==> config.mk <==
export PLATFORM = sky130hd
export DESIGN_NAME = ex_muldiv_unit
export DESIGN_NICKNAME = d
export VERILOG_FILES = /design/src/rtl/ex_muldiv_unit.sv
export SDC_FILE = /design/constraint.sdc
export NUM_CORES = 1
export LEC_CHECK = 0
export ABC_AREA = 1
export BUFFER_PORTS_ARGS = -buffer_cell sky130_fd_sc_hd__buf_2
export CELL_PAD_IN_SITES_DETAIL_PLACEMENT = 2
export CELL_PAD_IN_SITES_GLOBAL_PLACEMENT = 2
export CORE_UTILIZATION = 33
export DETAILED_ROUTE_END_ITERATION = 12
export GPL_TIMING_DRIVEN = 0
export PLACE_DENSITY = 0.8
export SYNTH_ARGS = -nofsm -noshare
export SYNTH_HDL_FRONTEND = slang
export SYNTH_SLANG_ARGS = --single-unit
==> constraint.sdc <==
create_clock -name clk -period 6 [get_ports clk]
set_clock_uncertainty 0.1 [all_clocks]
set_input_delay 0.3 -clock clk [delete_from_list [all_inputs] [get_ports clk]]
set_output_delay 0.3 -clock clk [all_outputs]
set_load 0.02 [all_outputs]
==> src/rtl/ex_muldiv_unit.sv <==
// Iterative multiply/divide unit for the EX stage (MULT/MULTU/DIV/DIVU).
// One radix-2 step per cycle: shift-add multiply, restoring divide on magnitudes.
// Sign fix-up (and optional HI/LO accumulate) happens in the FINISH cycle.
// Optional feature macro: MULDIV_ACCUMULATE_EN enables MADD/MADDU/MSUB/MSUBU (ops 4-7).
module ex_muldiv_unit #(
   parameter int WIDTH    = 32,
   parameter int CNT_BITS = 6
) (
   input  logic             clk,
   input  logic             rst,
   input  logic             start,
   input  logic [2:0]       op,
   input  logic [WIDTH-1:0] operand_1,
   input  logic [WIDTH-1:0] operand_2,
   input  logic [WIDTH-1:0] hi_in,
   input  logic [WIDTH-1:0] lo_in,
   input  logic             cancel,
   output logic             stall_req,
   output logic             done,
   output logic [WIDTH-1:0] hi_out,
   output logic [WIDTH-1:0] lo_out,
   output logic             div_zero
);
   typedef enum logic [1:0] {S_IDLE, S_CALC, S_FINISH, S_DZERO} state_t;
   state_t state, state_nx;

   logic [CNT_BITS-1:0]  cnt;
   logic                 is_div_q, neg_a, neg_b;
   logic [WIDTH-1:0]     op1_q, mag_a, mag_b;
   logic [2*WIDTH-1:0]   acc, acc_step;
   logic [WIDTH-1:0]     hi_hold, lo_hold, res_hi, res_lo;

   // incoming request decode
   logic             in_signed, in_div, in_neg_a, in_neg_b, legal, accept;
   logic [WIDTH-1:0] in_mag_a, in_mag_b;
   assign in_signed = ~op[0];
   assign in_div    = (op[2:1] == 2'b01);
   assign in_neg_a  = in_signed & operand_1[WIDTH-1];
   assign in_neg_b  = in_signed & operand_2[WIDTH-1];
   assign in_mag_a  = in_neg_a ? -operand_1 : operand_1;
   assign in_mag_b  = in_neg_b ? -operand_2 : operand_2;
`ifdef MULDIV_ACCUMULATE_EN
   logic             acc_op_q, sub_op_q;
   logic [WIDTH-1:0] hi_q, lo_q;
   assign legal = 1'b1;
`else
   logic unused_acc_in;
   assign unused_acc_in = ^{hi_in, lo_in};
   assign legal = ~op[2];
`endif
   assign accept = (state == S_IDLE) && start && legal && !cancel;

   // state register
   always_ff @(posedge clk or negedge rst) begin
      if (!rst) state <= S_IDLE;
      else      state <= state_nx;
   end

   // next state; cancel overrides everything
   always_comb begin
      state_nx = state;
      case (state)
         S_IDLE:   if (accept) state_nx = (in_div && operand_2 == '0) ? S_DZERO : S_CALC;
         S_CALC:   if (cnt == CNT_BITS'(WIDTH-1)) state_nx = S_FINISH;
         S_FINISH: state_nx = S_IDLE;
         S_DZERO:  state_nx = S_IDLE;
         default:  state_nx = S_IDLE;
      endcase
      if (cancel) state_nx = S_IDLE;
   end

   // one iteration: multiply adds |a| into the high half then shifts right;
   // divide shifts {rem,quot} left and keeps the trial subtraction if it did not borrow
   logic [WIDTH-1:0] addend;
   logic [WIDTH:0]   mul_sum, div_trial;
   always_comb begin
      addend    = acc[0] ? mag_a : '0;
      mul_sum   = {1'b0, acc[2*WIDTH-1:WIDTH]} + {1'b0, addend};
      div_trial = {acc[2*WIDTH-1:WIDTH], acc[WIDTH-1]} - {1'b0, mag_b};
      if (is_div_q)
         acc_step = div_trial[WIDTH] ? {acc[2*WIDTH-2:0], 1'b0}
                                     : {div_trial[WIDTH-1:0], acc[WIDTH-2:0], 1'b1};
      else
         acc_step = {mul_sum, acc[WIDTH-1:1]};
   end

   // operand latch on accept, then iterate while in CALC
   always_ff @(posedge clk or negedge rst) begin
      if (!rst) begin
         cnt <= '0; is_div_q <= 1'b0; neg_a <= 1'b0; neg_b <= 1'b0;
         op1_q <= '0; mag_a <= '0; mag_b <= '0; acc <= '0;
`ifdef MULDIV_ACCUMULATE_EN
         acc_op_q <= 1'b0; sub_op_q <= 1'b0; hi_q <= '0; lo_q <= '0;
`endif
      end else if (accept) begin
         cnt      <= '0;
         is_div_q <= in_div;
         neg_a    <= in_neg_a;
         neg_b    <= in_neg_b;
         op1_q    <= operand_1;
         mag_a    <= in_mag_a;
         mag_b    <= in_mag_b;
         acc      <= in_div ? {{WIDTH{1'b0}}, in_mag_a} : {{WIDTH{1'b0}}, in_mag_b};
`ifdef MULDIV_ACCUMULATE_EN
         acc_op_q <= op[2];
         sub_op_q <= op[1];
         hi_q     <= hi_in;
         lo_q     <= lo_in;
`endif
      end else if (state == S_CALC) begin
         acc <= acc_step;
         cnt <= cnt + CNT_BITS'(1);
      end
   end

   // sign fix-up and optional accumulate; INT_MIN/-1 wraps naturally
   logic [2*WIDTH-1:0] prod, res;
   logic               fix;
   always_comb begin
      fix  = neg_a ^ neg_b;
      prod = fix ? -acc : acc;
      res  = prod;
`ifdef MULDIV_ACCUMULATE_EN
      if (acc_op_q) res = sub_op_q ? {hi_q, lo_q} - prod : {hi_q, lo_q} + prod;
`endif
      res_hi = res[2*WIDTH-1:WIDTH];
      res_lo = res[WIDTH-1:0];
      if (is_div_q) begin
         res_lo = fix   ? -acc[WIDTH-1:0]       : acc[WIDTH-1:0];
         res_hi = neg_a ? -acc[2*WIDTH-1:WIDTH] : acc[2*WIDTH-1:WIDTH];
      end
   end

   // outputs: result shown in the done cycle, held afterwards
   always_comb begin
      stall_req = accept || (state == S_CALC);
      done      = (state == S_FINISH) || (state == S_DZERO);
      div_zero  = (state == S_DZERO);
      hi_out    = hi_hold;
      lo_out    = lo_hold;
      if (state == S_FINISH) begin
         hi_out = res_hi;
         lo_out = res_lo;
      end else if (state == S_DZERO) begin
         hi_out = op1_q;
         lo_out = '1;
      end
   end

   // capture the presented result so it persists until the next done
   always_ff @(posedge clk or negedge rst) begin
      if (!rst) begin
         hi_hold <= '0;
         lo_hold <= '0;
      end else if (done) begin
         hi_hold <= hi_out;
         lo_hold <= lo_out;
      end
   end
endmodule

==> Word-level counts from Yosys, hierarchy flattened <==
Cells that the tools add are included.
{ "totals": {"reg_bits": 235, "output_inout_bits": 67, "elab_cells": 67} }
{ "op_classes": {"addsub": 8, "eq_ne": 7, "n_mux": 24, "bitwise": 5, "n_reduce_logical": 12} }
{ "ops": {"columns": ["cell", "count"], "rows": [
  ["32-bit two-way mux", 12],
  ["64-bit two-way mux", 5],
  ["32-bit negator", 4],
  ["64-bit negator", 1],
  ["32-bit by 32-bit adder with 33-bit output", 1],
  ["33-bit by 32-bit subtractor with 33-bit output", 1],
  ["32-bit zero test", 1],
  ["6-bit two-way mux", 2],
  ["2-bit two-way mux", 4],
  ["6-bit by 1-bit adder with 6-bit output, second input constant", 1],
  ["6-bit by 5-bit == test with 1-bit output, second input constant", 1],
  ["3-bit inequality test, second input constant", 2],
  ["2-bit case mux with 3 select lines", 1],
  ["2-bit by 1-bit == test with 1-bit output, second input constant", 2],
  ["2-bit == test, second input constant", 2],
  ["1-bit logical AND", 4],
  ["1-bit bitwise AND", 2],
  ["2-bit zero test", 1],
  ["1-bit logical OR", 2],
  ["1-bit NOT", 2],
  ["2-bit AND reduction", 1],
  ["2-bit nonzero test", 1],
  ["2-bit OR reduction", 1],
  ["1-bit zero test", 1],
  ["1-bit bitwise XOR", 1]
]} }

==> Logic depth before layout (Yosys ltp) <==
Gate-level depths: netlist of the first run.
{ "logic_depth": {"depth_word": 7, "depth_mapped": 20} }

==> Worst setup path after synthesis of the first run <==
Ideal clock, no wire load.
{ "synth_path": {"kind": "register to register", "from": "reg acc[0]", "to": "reg acc[61]", "setup_time_ns": 0.116, "arrival_time_ns": 2.456, "setup_slack_ns": 3.328, "stages_incl_launch_ff": 20, "n_path_buf": 2, "synth_period_minus_slack_ns": 2.672, "path_cell_list": "dfrtp_1 buf_2 clkbuf_1 nand2_1 inv_1 ha_1 inv_1 fa_1 o21ai_1 nand2_1 nand2_1 nand2_1 nand2_1 nand2_1 nand3_1 nand3_1 nand2_1 inv_1 nand2_1 nand2_1"} }
{ "synth_via": {"elab_chain_len": 5} }
{ "synth_rtl": {"columns": ["item", "line", "rtl"], "rows": [
  ["start: declaration", "30", "logic [2*WIDTH-1:0] acc, acc_step;"],
  ["start signal: assignment", "103", "acc <= in_div ? {{WIDTH{1'b0}}, in_mag_a} : {{WIDTH{1'b0}}, in_mag_b};"],
  ["start signal: assignment", "111", "acc <= acc_step;"],
  ["32-bit two-way mux", "77", "addend = acc[0] ? mag_a : '0;"],
  ["32-bit by 32-bit adder with 33-bit output", "78", "mul_sum = {1'b0, acc[2*WIDTH-1:WIDTH]} + {1'b0, addend};"],
  ["64-bit two-way mux", "80", "if (is_div_q)"],
  ["64-bit two-way mux", "110", "end else if (state == S_CALC) begin"],
  ["64-bit two-way mux", "95", "end else if (accept) begin"]
]} }
Every way passes these cells. The select of a mux whose other input is x is not followed.
A chain may end at the register's enable or synchronous reset.

==> Final worst setup path of the first run <==
{ "layout_path": {"from": "reg acc[1]", "to": "out hi_out[16]"} }
{ "layout_via": {"elab_chain_len": 4} }
{ "layout_rtl": {"columns": ["item", "line", "rtl"], "rows": [
  ["64-bit negator", "121", "prod = fix ? -acc : acc;"],
  ["64-bit two-way mux", "121", null],
  ["32-bit two-way mux", "128", "if (is_div_q) begin"],
  ["32-bit two-way mux", "141", "if (state == S_FINISH) begin"],
  ["end: declaration", "20", "output logic [WIDTH-1:0] hi_out,"]
]} }
Every way passes these cells.

==> results of run 1 <==
[worst max-delay path, cell delays in order, from the launching register on]
cell     delay (ns)
dfrtp_1        0.51
inv_1          0.36
ha_1           0.32
nand2_2        0.08
nor2_2         0.21
nand2_4        0.15
nor2_4         0.14
nand2_1        0.12
nor2_2         0.30
nand2_1        0.10
nand2_1        0.19
nand2_1        0.14
nand2_1        0.08
nand2_1        0.07
o21ai_0        0.38
buf_2          0.25
[power groups by stage]
stage                     clock, mW  combinational [mW]  sequential (mW)
after floorplan                   0                4.66             2.48
after global placement            0                6.79             2.91
after detailed placement          0                7.08             2.94
after CTS                      2.13                7.17             2.92
after global routing           2.18                7.88             2.97
final                          2.12                7.26             2.95
[final timing paths]
path | slack, ns | cells past startpoint | endpoint
setup / recovery | 1.56 | 15 | hi_out[16]
hold / removal | 0.004 | 3 | op1_q[3]$_DFFE_PN0P_
setup reg to reg | 2.05 | 19 | acc[61]$_DFFE_PN0P_
hold reg to reg | 0.38 | 2 | mag_a[3]$_DFFE_PN0P_
max in group asynchronous | 4.25 | 4 | lo_hold[8]$_DFFE_PN0P_
min in group asynchronous | 0.15 | 2 | mag_b[24]$_DFFE_PN0P_
[cells in the final DEF, fill, tap and decap left out, drive strengths merged, types with 2 or more instances in the layout]
master	count
a21boi	3
a21o	3
a21oi	161
a221oi	2
a22oi	19
a31oi	45
a32o	2
buf	186
bufinv	6
clkbuf	100
clkinv	9
clkinvlp	2
dfrtp	234
dlygate4sd3	22
fa	2
ha	69
inv	461
nand2	1111
nand3	275
nand3b	10
nand4	51
nor2	361
nor3	29
nor4	4
o211ai	17
o21ai	243
o21bai	19
o22a	4
o22ai	20
o31ai	2
or2	8
xnor2	17
xor2	51
[per-layer routing]
metal	part of all wire	GRT usage	vias to the layer above
li1	-	-	11116
met1	0.45	0.4982	12613
met2	0.46	0.6071	732
met3	0.054	0.03398	185
met4	0.039	0.1283	2
met5	0.00010	0	-
[state kept, by name (all words and copies together), names as in the netlist]
name	flops
mag_b	32
hi_hold	32
lo_hold	32
op1_q	32
acc	64
neg_a	1
is_div_q	1
neg_b	1
mag_a	31
cnt	6
state	2
[final cells by class]
type | instances | area (um2) | share of cell area
diodes | 1 | 2.502 | 0.0001068
plain buffers | 105 | 491.7 | 0.02099
clock buffers | 42 | 857.1 | 0.03658
clock inverters | 16 | 265.3 | 0.01132
inverters | 462 | 1738 | 0.07418
multi-input cells | 2533 | 12270 | 0.5237
flip-flops and latches | 234 | 5856 | 0.2499
well taps | 782 | 978.4 | 0.04176
repair buffers | 161 | 970.9 | 0.04144
[per-stage QoR]
step / power (mW) / worst slack [ns] / std cells
after floorplan: 7.134 / 3.328 / 3334
after global placement: 9.703 / -0.02437 / 4253
after detailed placement: 10.02 / 2.154 / 4255
after CTS: 12.22 / 1.640 / 4335
after global routing: 13.03 / 1.493 / 4335
final: 12.33 / 1.561 / 4336
[cell families after synthesis]
| group | count (synthesis) | share of synthesized area |
|---|---|---|
| AND/OR/NAND/NOR | 1852 | 0.3801 |
| XOR/XNOR | 68 | 0.02926 |
| AO/OA/AOI/OAI | 542 | 0.1490 |
| adder cells (fa/ha/maj) | 71 | 0.04438 |
| flip-flops | 234 | 0.2877 |
| buffers and inverters | 567 | 0.1095 |
[timing repair]
action / 4_1_cts / 5_1_grt
endpoints found under the setup margin: 0 / 0
hold buffers: 22 / 0
hold endpoints to repair: 94 / 0
gates resized for setup: 0 / 0
==> results.py, run 1 <==
metrics = {
    "worst_hold_path": {
        "hold_path.class": "input pin to flip-flop",
        "hold_start": "operand_1[3]",
    },
    "route": {
        "vias_per_cell": 5.685,
        "drt_iter0_drc": 1792,
        "drc": 0,
        "dr.pass1.iters": 7,
        "routed_wirelength_um": 116300,
        "wl_per_cell_um": 26.82,
        "vias": 24648,
        "ant_nets": 0,
    },
    "global_routing": {
        "grt-ovfl-total": 0,
        "grt_pass1_vias": 26078,
        "antenna_found_initial": 3,
        "gr-usage-all-layers": 0.3671,
        "grt_pass1_wl_um": 171100,
        "grt_max_degree": 92,
    },
    "critical_path": {
        "worstSetupPathType": "flip-flop to output port",
        "critPathLaunch": "acc[1]$_DFFE_PN0P_",
        "worstPathArrival_ns": 4.04,
        "critPathLaunchType": "flip-flop",
        "required_ns": 5.60,
        "timing.rr.start": "acc[0]$_DFFE_PN0P_",
        "endpoint_kind": "output port",
        "crit_fanout": 6,
    },
    "place": {
        "dpl_cell_area_um2": 22080,
        "routabilityCongestion": 0.9655,
        "portBuffers": 137,
        "dpl.hpwl_um": 96230,
    },
    "cts": {
        "clk_pin_slew_ns": 0.06,
        "numClockSinks": 234,
        "clkLatencyLatePin_ns": 0.62,
        "cts_tree": "built",
        "root_buffer": "clkbuf_16",
        "cts_max_level": 1,
        "cts_inserted_buffers": 31,
        "postCtsSetupBuffers": 0,
        "clockBufferDepth": 3,
    },
    "floorplan": {
        "io_pins": 202,
        "dieArea_um2": 62680,
        "coreArea_um2": 60700,
        "die_h_um": 250.4,
        "initial_core_util": 0.3354,
        "rows": 90,
        "die_width_um": 250.4,
    },
    "status": {
        "status": "completed",
    },
    "run": {
        "cap_violations": 0,
    },
    "logic_synthesis": {
        "async_flop_share": 1.000,
        "synth_area_um2": 20350,
        "synthDistinctLibCells": 56,
        "synth_most_common_cell": "nand2_1",
        "yosysTopAreaCell": "dfrtp_1",
        "seq_area_frac_synth": 0.2877,
        "synth_cells": 3334,
        "synth_nets": 3540,
        "synthFlopType": "dfrtp_1",
        "ys_ff_latch": 234,
        "avgSynthCellArea_um2": 6.105,
        "synth.area.top_cells": "dfrtp_1, nand2_1, inv_1",
        "yosysWarnings": 0,
        "synth_edf_count": 0,
        "synth_common_cells": "nand2_1, inv_1, nor2_1",
        "synth_top_area_frac": 0.2877,
    },
    "timing": {
        "worst_pin_slew_ns": 1.291,
        "maxSlewHeadroom": 0.1392,
        "clock.fmax_ghz": 0.2253,
        "fin_setup_tns_ns": 0,
        "fin_crit_sh": 0.7399,
        "period_minus_slack_ns": 4.439,
        "rsz0062_at_grt": "false",
        "setup_viol": 0,
        "hold_ws_ns": 0.004087,
        "finalMaxSlewViolations": 0,
        "finalHoldViolCount": 0,
    },
    "finish": {
        "syn2layout_area_growth_pct": 15.10,
        "drive_above_1_share": 0.08162,
        "nFillCells": 7567,
        "layout.nets": 3734,
        "fin_area_um2": 23430,
        "finalCoreUtilization": 0.3860,
    },
    "power": {
        "seqPwrFrac": 0.239,
        "internal-power_mw": 5.525,
        "p_clk_frac": 0.172,
        "power_switching_share": 0.5520,
        "ir_worst_vdd_v": 0.0002144,
        "p_comb_frac": 0.589,
        "p_per_area_nw_per_um2": 526.3,
        "leakagePower_nw": 12.07,
        "power_switching_mw": 6.807,
    },
}
(Power assumes the default switching activity.)
==> run 2: changes to the inputs <==
--- a/config.mk
+++ b/config.mk
@@ -5,14 +5,14 @@
 export SDC_FILE = /design/constraint.sdc
 export NUM_CORES = 1
 export LEC_CHECK = 0
-export ABC_AREA = 1
+export ABC_AREA = 0
 export BUFFER_PORTS_ARGS = -buffer_cell sky130_fd_sc_hd__buf_2
 export CELL_PAD_IN_SITES_DETAIL_PLACEMENT = 2
 export CELL_PAD_IN_SITES_GLOBAL_PLACEMENT = 2
-export CORE_UTILIZATION = 33
+export CORE_UTILIZATION = 32
 export DETAILED_ROUTE_END_ITERATION = 12
 export GPL_TIMING_DRIVEN = 0
-export PLACE_DENSITY = 0.8
+export PLACE_DENSITY = 0.75
 export SYNTH_ARGS = -nofsm -noshare
 export SYNTH_HDL_FRONTEND = slang
 export SYNTH_SLANG_ARGS = --single-unit
==> constraint.sdc (replaced) <==
create_clock -name clk -period 3.8 [get_ports clk]
set_clock_uncertainty 0.1 [all_clocks]
set_input_delay 0.19 -clock clk [delete_from_list [all_inputs] [get_ports clk]]
set_output_delay 0.19 -clock clk [all_outputs]
set_load 0.02 [all_outputs]
==> run 2 against run 1 <==
The run now ends with setup timing left. Clock power is 49% higher. Count of clock-buffer cells in the layout up 3. Flip-flop and latch count stayed put. Critical path depth fell by 1. Largest power group unchanged. Cell count is 27% lower. Combinational power grew 31%.
==> results.py, run 2 <==
metrics = {
    "floorplan": {
        "rows": 84,
        "coreArea_um2": 53080,
        "dieArea_um2": 55140,
        "die_width_um": 234.8,
        "io_pins": 202,
        "die_h_um": 234.8,
        "initial_core_util": 0.3268,
    },
    "cts": {
        "root_buffer": "clkbuf_16",
        "cts_inserted_buffers": 31,
        "clk_pin_slew_ns": 0.06,
        "cts_max_level": 1,
        "clockBufferDepth": 3,
        "clkLatencyLatePin_ns": 0.60,
        "numClockSinks": 234,
        "cts_tree": "built",
    },
    "finish": {
        "nFillCells": 5895,
        "fin_area_um2": 22310,
        "largest_register_ffs": 64,
        "mostFrequentLayoutCells": "nand2_1, dfrtp_1, a21oi_1",
        "regMostFlops": "acc",
        "multi_input_area_um2": 11710,
        "seqCellArea_um2": 5877,
        "final_common_cell": "nand2_1",
        "layout.nets": 2676,
        "drive_above_1_share": 0.1830,
        "syn2layout_area_growth_pct": 28.64,
    },
    "timing": {
        "worst_slack_ns": -0.6292,
        "fin_crit_sh": 1.166,
        "maxSlewHeadroom": 0.1699,
        "hold_ws_ns": 0.04850,
        "setup_viol": 38,
        "finalMaxSlewViolations": 0,
        "clock.fmax_ghz": 0.2258,
        "worst_pin_slew_ns": 1.241,
        "fin_setup_tns_ns": -14.77,
        "period_minus_slack_ns": 4.429,
        "finalHoldViolCount": 0,
        "rsz0062_at_grt": "true",
    },
    "logic_synthesis": {
        "synthFlopType": "dfrtp_1",
        "avgSynthCellArea_um2": 7.961,
        "synth_edf_count": 0,
        "synth_top_area_frac": 0.3376,
        "synthDistinctLibCells": 77,
        "yosysWarnings": 0,
        "synth_cells": 2179,
        "synth_area_um2": 17350,
        "synth_nets": 2385,
        "synth_most_common_cell": "nand2_1",
        "synth_common_cells": "nand2_1, a21oi_1, dfrtp_1",
        "yosysTopAreaCell": "dfrtp_1",
        "synth.area.top_cells": "dfrtp_1, a21oi_1, nand2_1",
        "async_flop_share": 1.000,
        "seq_area_frac_synth": 0.3376,
        "ys_ff_latch": 234,
    },
    "power": {
        "power_switching_share": 0.4916,
        "leakagePower_nw": 9.899,
        "p_per_area_nw_per_um2": 736.4,
        "ir_worst_vdd_v": 0.0003746,
        "internal-power_mw": 8.354,
        "power_switching_mw": 8.079,
        "p_clk_frac": 0.192,
        "p_comb_frac": 0.579,
        "seqPwrFrac": 0.229,
    },
    "critical_path": {
        "worstSetupPathType": "flip-flop to output port",
        "worstPathArrival_ns": 4.14,
        "critPathLaunchType": "flip-flop",
        "crit_fanout": 5,
        "endpoint_kind": "output port",
        "required_ns": 3.51,
    },
    "place": {
        "dpl_cell_area_um2": 18960,
        "portBuffers": 135,
        "dpl.hpwl_um": 65880,
        "routabilityCongestion": 0.9399,
        "pre_cts_slack_ns": -1.489,
    },
    "global_routing": {
        "grt_max_degree": 110,
        "grt.met2_usage": 0.5475,
        "grt_pass1_vias": 20476,
        "grt-ovfl-total": 0,
        "antenna_found_initial": 4,
        "grt_use_met1": 0.3989,
        "gr-usage-all-layers": 0.3232,
        "grt_most_used_layer": "met2",
        "grt_pass1_wl_um": 134800,
        "grt_use_met3": 0.04864,
    },
    "route": {
        "ant_nets": 0,
        "vias": 18982,
        "routed_wirelength_um": 93680,
        "drc": 0,
        "drt_iter0_drc": 1414,
        "dr.pass1.iters": 8,
        "vias_per_cell": 5.965,
        "wl_per_cell_um": 29.44,
    },
    "status": {
        "violations": "setup timing",
        "status": "finished with violations",
    },
    "run": {
        "cap_violations": 0,
    },
    "worst_hold_path": {
        "hold_path.class": "input pin to flip-flop",
    },
}
[run 2: final timing paths]
check                                startpoint                      end  slack, ns  depth (start not counted)
max                          acc[0]$_DFFE_PN0P_               hi_out[20]      -0.63                         14
max reg2reg                 acc[34]$_DFFE_PN0P_      acc[52]$_DFFE_PN0P_       0.07                         12
min                               operand_2[28]    mag_b[28]$_DFFE_PN0P_       0.05                          4
min reg2reg                op1_q[4]$_DFFE_PN0P_     op1_q[4]$_DFFE_PN0P_       0.39                          2
max in group asynchronous                   rst      acc[34]$_DFFE_PN0P_       2.90                          3
min in group asynchronous                   rst  lo_hold[13]$_DFFE_PN0P_       0.06                          3
[run 2: metrics by stage]
step           cells  utilization  total power, mW
3_5_place_dp    3004       0.3571            11.50
2_1_floorplan   2179            -            8.661
6_report        3182       0.4204            16.43
5_1_grt         3182       0.4204            17.18
4_1_cts         3158       0.4084            15.56
3_3_place_gp    3002       0.3558            11.15
[run 2: power by group through the flow]
| stage | sequential, mW | clock [mW] | combinational, mW |
|---|---|---|---|
| 2_1_floorplan | 3.40 | 0 | 5.26 |
| 3_3_place_gp | 3.70 | 0 | 7.45 |
| 3_5_place_dp | 3.73 | 0 | 7.77 |
| 4_1_cts | 3.71 | 3.15 | 8.70 |
| 5_1_grt | 3.80 | 3.25 | 10.1 |
| 6_report | 3.77 | 3.15 | 9.52 |
[run 2: layout make-up]
cell class / instances / share of cell area
multi-input combinational: 1731 / 0.5247
clock buffer: 45 / 0.04116
inverter: 74 / 0.01256
timing repair buffer: 262 / 0.08770
clock inverter: 10 / 0.005832
buffer: 136 / 0.02591
antenna: 2 / 0.0002243
sequential: 234 / 0.2634
tap: 688 / 0.03858
[run 2: worst max-delay path: stages (launching register included)]
cell and delay [ns]:
dfrtp_2 0.43, clkbuf_8 0.16, inv_1 0.07, ha_2 0.20
nor4b_4 0.26, nand4_1 0.27, or4_4 0.70, nor2_4 0.17
a311oi_2 0.12, a31oi_1 0.25, xor2_1 0.32, nor2_1 0.13
a21oi_2 0.18, a21oi_2 0.08, buf_4 0.18
[run 2: metal layers]
metal  vias to the layer above  share of wire
met5                         -        0.00032
met2                       721           0.48
met1                      9718           0.40
li1                       8275              -
met3                       264          0.059
met4                         4          0.057
[run 2: timing repair]
action	4_1_cts	5_1_grt
gates cloned	0	0
endpoints found under the setup margin	137	77
pin swaps	57	55
resized for setup	180	112
hold endpoints to repair	304	0
hold buffers	59	0
buffers inserted	43	24
[run 2: cell families (layout without fill, tap and decap cells)]
logic type / count (synthesis) / after routing / share of synthesized area
AOI/OAI and AO/OA: 667 / 667 / 0.2341
xor gates and xnor gates: 175 / 175 / 0.08836
adders and majority gates: 71 / 71 / 0.05208
buffers and inverters: 214 / 527 / 0.04717
DFF: 234 / 234 / 0.3376
muxes: 72 / 72 / 0.04306
other: 0 / 2 / 0
and+or+nand+nor: 746 / 746 / 0.1976
==> run 3: changes to the inputs <==
--- a/config.mk
+++ b/config.mk
@@ -13,6 +13,7 @@
 export DETAILED_ROUTE_END_ITERATION = 12
 export GPL_TIMING_DRIVEN = 0
 export PLACE_DENSITY = 0.75
+export RECOVER_POWER = 25
 export SYNTH_ARGS = -nofsm -noshare
 export SYNTH_HDL_FRONTEND = slang
 export SYNTH_SLANG_ARGS = --single-unit
==> run 3 against run 2 <==
The flow finishes with violations (capacitance limit, slew limit, setup timing). Register-to-register slack about the same. Global-route usage is the same. Die area stayed put. First-iteration DRC count increased by 0.57%. Critical path type unchanged. Critical endpoint unchanged. Largest power group unchanged. Highest routed layer unchanged.
==> results.py, run 3 (synthesized netlist as in run 2, its figures left out) <==
metrics = {
    "timing": {
        "finalHoldViolCount": 0,
        "worst_pin_slew_ns": 3.017,
        "rsz0062_at_grt": "true",
        "period_minus_slack_ns": 4.426,
        "finalMaxSlewViolations": 214,
        "clock.fmax_ghz": 0.2259,
        "worst_slack_ns": -0.6259,
        "setup_viol": 37,
        "hold_ws_ns": 0.05665,
        "maxSlewHeadroom": -1.011,
        "fin_crit_sh": 1.165,
    },
    "finish": {
        "fin_area_um2": 22240,
        "syn2layout_area_growth_pct": 28.22,
        "layout.nets": 2676,
        "finalCoreUtilization": 0.4190,
        "largest_register_ffs": 64,
        "layout.cells.non_filler": 3182,
        "mostFrequentLayoutCells": "nand2_1, dfrtp_1, a21oi_1",
        "final_common_cell": "nand2_1",
        "regMostFlops": "acc",
        "drive_above_1_share": 0.1822,
    },
    "critical_path": {
        "r2r_cells": 12,
        "worstSetupPathType": "flip-flop to output port",
        "crit_chain": "clkbuf_1 > nor2_1 > nand2_1 > or4_4 > nor2_4 > a311oi_2 > a31oi_1 > xor2_1 > nor2_1 > a21oi_2 > a21oi_2 > buf_4",
        "cpPeakStageDelay_ns": 0.69,
        "r2r_setup_slack_ns": 0.06,
        "cp_num_buf_inv": 2,
        "crit_family": "simple AND/OR/NAND/NOR gates",
        "critPathSlowestCell": "or4_4",
        "required_ns": 3.51,
        "critPathLaunchType": "flip-flop",
        "endpoint_kind": "output port",
        "cp.depth": 12,
        "worstPathArrival_ns": 4.14,
        "crit_fanout": 7,
    },
    "power": {
        "p_per_area_nw_per_um2": 738.4,
        "ir_worst_vdd_v": 0.0003757,
        "leakagePower_nw": 9.868,
    },
    "cts": {
        "cts_tree": "built",
        "clockBufferDepth": 3,
        "cts_inserted_buffers": 31,
        "cts_max_level": 1,
        "numClockSinks": 234,
        "clkLatencyLatePin_ns": 0.60,
        "root_buffer": "clkbuf_16",
        "clk_pin_slew_ns": 0.06,
    },
    "worst_hold_path": {
        "holdPathStages": 4,
        "hold_path.class": "input pin to flip-flop",
    },
    "place": {
        "dpl.cell_count": 3004,
        "pre_cts_slack_ns": -1.489,
        "portBuffers": 135,
        "dpl.hpwl_um": 65880,
        "dpl_cell_area_um2": 18960,
        "routabilityCongestion": 0.9399,
    },
    "floorplan": {
        "coreArea_um2": 53080,
        "die_width_um": 234.8,
        "die_h_um": 234.8,
        "rows": 84,
        "initial_core_util": 0.3268,
        "dieArea_um2": 55140,
        "io_pins": 202,
    },
    "route": {
        "routed_wirelength_um": 93730,
        "dr.pass1.iters": 5,
        "wl_per_cell_um": 29.46,
        "ant_nets": 0,
        "drt_iter0_drc": 1422,
        "drc": 0,
        "vias": 18977,
        "vias_per_cell": 5.964,
    },
    "run": {
        "cap_violations": 2,
    },
    "status": {
        "status": "finished with violations",
        "violations": "capacitance limit, slew limit, setup timing",
    },
    "global_routing": {
        "antenna_found_initial": 4,
        "grt_max_degree": 110,
        "grt_pass1_vias": 20476,
        "grt-ovfl-total": 0,
        "gr-usage-all-layers": 0.3232,
        "grt_pass1_wl_um": 134800,
    },
}
[run 3: cell count changes in the layout (fill, tap and decap cells not counted), sizes merged]
| cell | before | now |
|---|---|---|
| buf | 217 | 213 |
| clkbuf | 168 | 172 |
[run 3: metrics by stage]
step	setup TNS [ns]	power, mW
2_1_floorplan	0	8.661
3_3_place_gp	-544.99	11.15
3_5_place_dp	-57.73	11.50
4_1_cts	-10.71	15.56
5_1_grt	-17.58	17.17
6_report	-14.28	16.42
[run 3: timing repair]
item                                    CTS  global route
hold buffers                             59             0
gates cloned                              0             0
gates resized for setup                 180           112
endpoints found under the setup margin  137            77
pin swaps                                57            55
hold endpoints to repair                304             0
buffers inserted                         43            24
[run 3: metal layers]
metal,part of all wire,GRT usage,wire length (um),vias to the layer above
met5,0.00030,0,28,-
met4,0.057,0.1633,5340,4
met3,0.059,0.04864,5490,271
met2,0.48,0.5475,45010,695
met1,0.40,0.3989,37870,9730
li1,-,-,-,8277
[run 3: final timing paths]
check,start,to
min in group asynchronous,rst,lo_hold[13]$_DFFE_PN0P_
setup reg to reg,acc[34]$_DFFE_PN0P_,acc[52]$_DFFE_PN0P_
setup / recovery,acc[28]$_DFFE_PN0P_,hi_out[20]
max in group asynchronous,rst,acc[37]$_DFFE_PN0P_
hold / removal,operand_2[28],mag_b[28]$_DFFE_PN0P_
hold reg to reg,op1_q[15]$_DFFE_PN0P_,op1_q[15]$_DFFE_PN0P_
[run 3: where the power goes]
group	internal (mW)	total [mW]	switching (mW)
combinational	3.48	9.51	6.04
clock	1.86	3.14	1.28
sequential	3.01	3.77	0.759
[run 3: final cells by class]
| cell class | count | area (um2) |
|---|---|---|
| Antenna cell | 2 | 5.005 |
| Buffer | 136 | 578.1 |
| Clock buffer | 45 | 918.4 |
| Clock inverter | 10 | 130.1 |
| Fill cell | 5903 | 30830 |
| Inverter | 74 | 280.3 |
| Multi-Input combinational cell | 1731 | 11710 |
| Sequential cell | 234 | 5877 |
| Tap cell | 688 | 860.8 |
| Timing Repair Buffer | 262 | 1884 |
[run 3: worst reg2reg max path, stage by stage, from the launching register on]
cell and delay, ns:
dfrtp_2 0.52, ha_1 0.38, o211ai_1 0.31, a21oi_4 0.08, o211ai_1 0.38, a21o_2 0.31
a211oi_4 0.09, or4_1 0.50, nand3_1 0.16, buf_6 0.19, buf_6 0.20, mux2i_1 0.27
o21ai_0 0.11
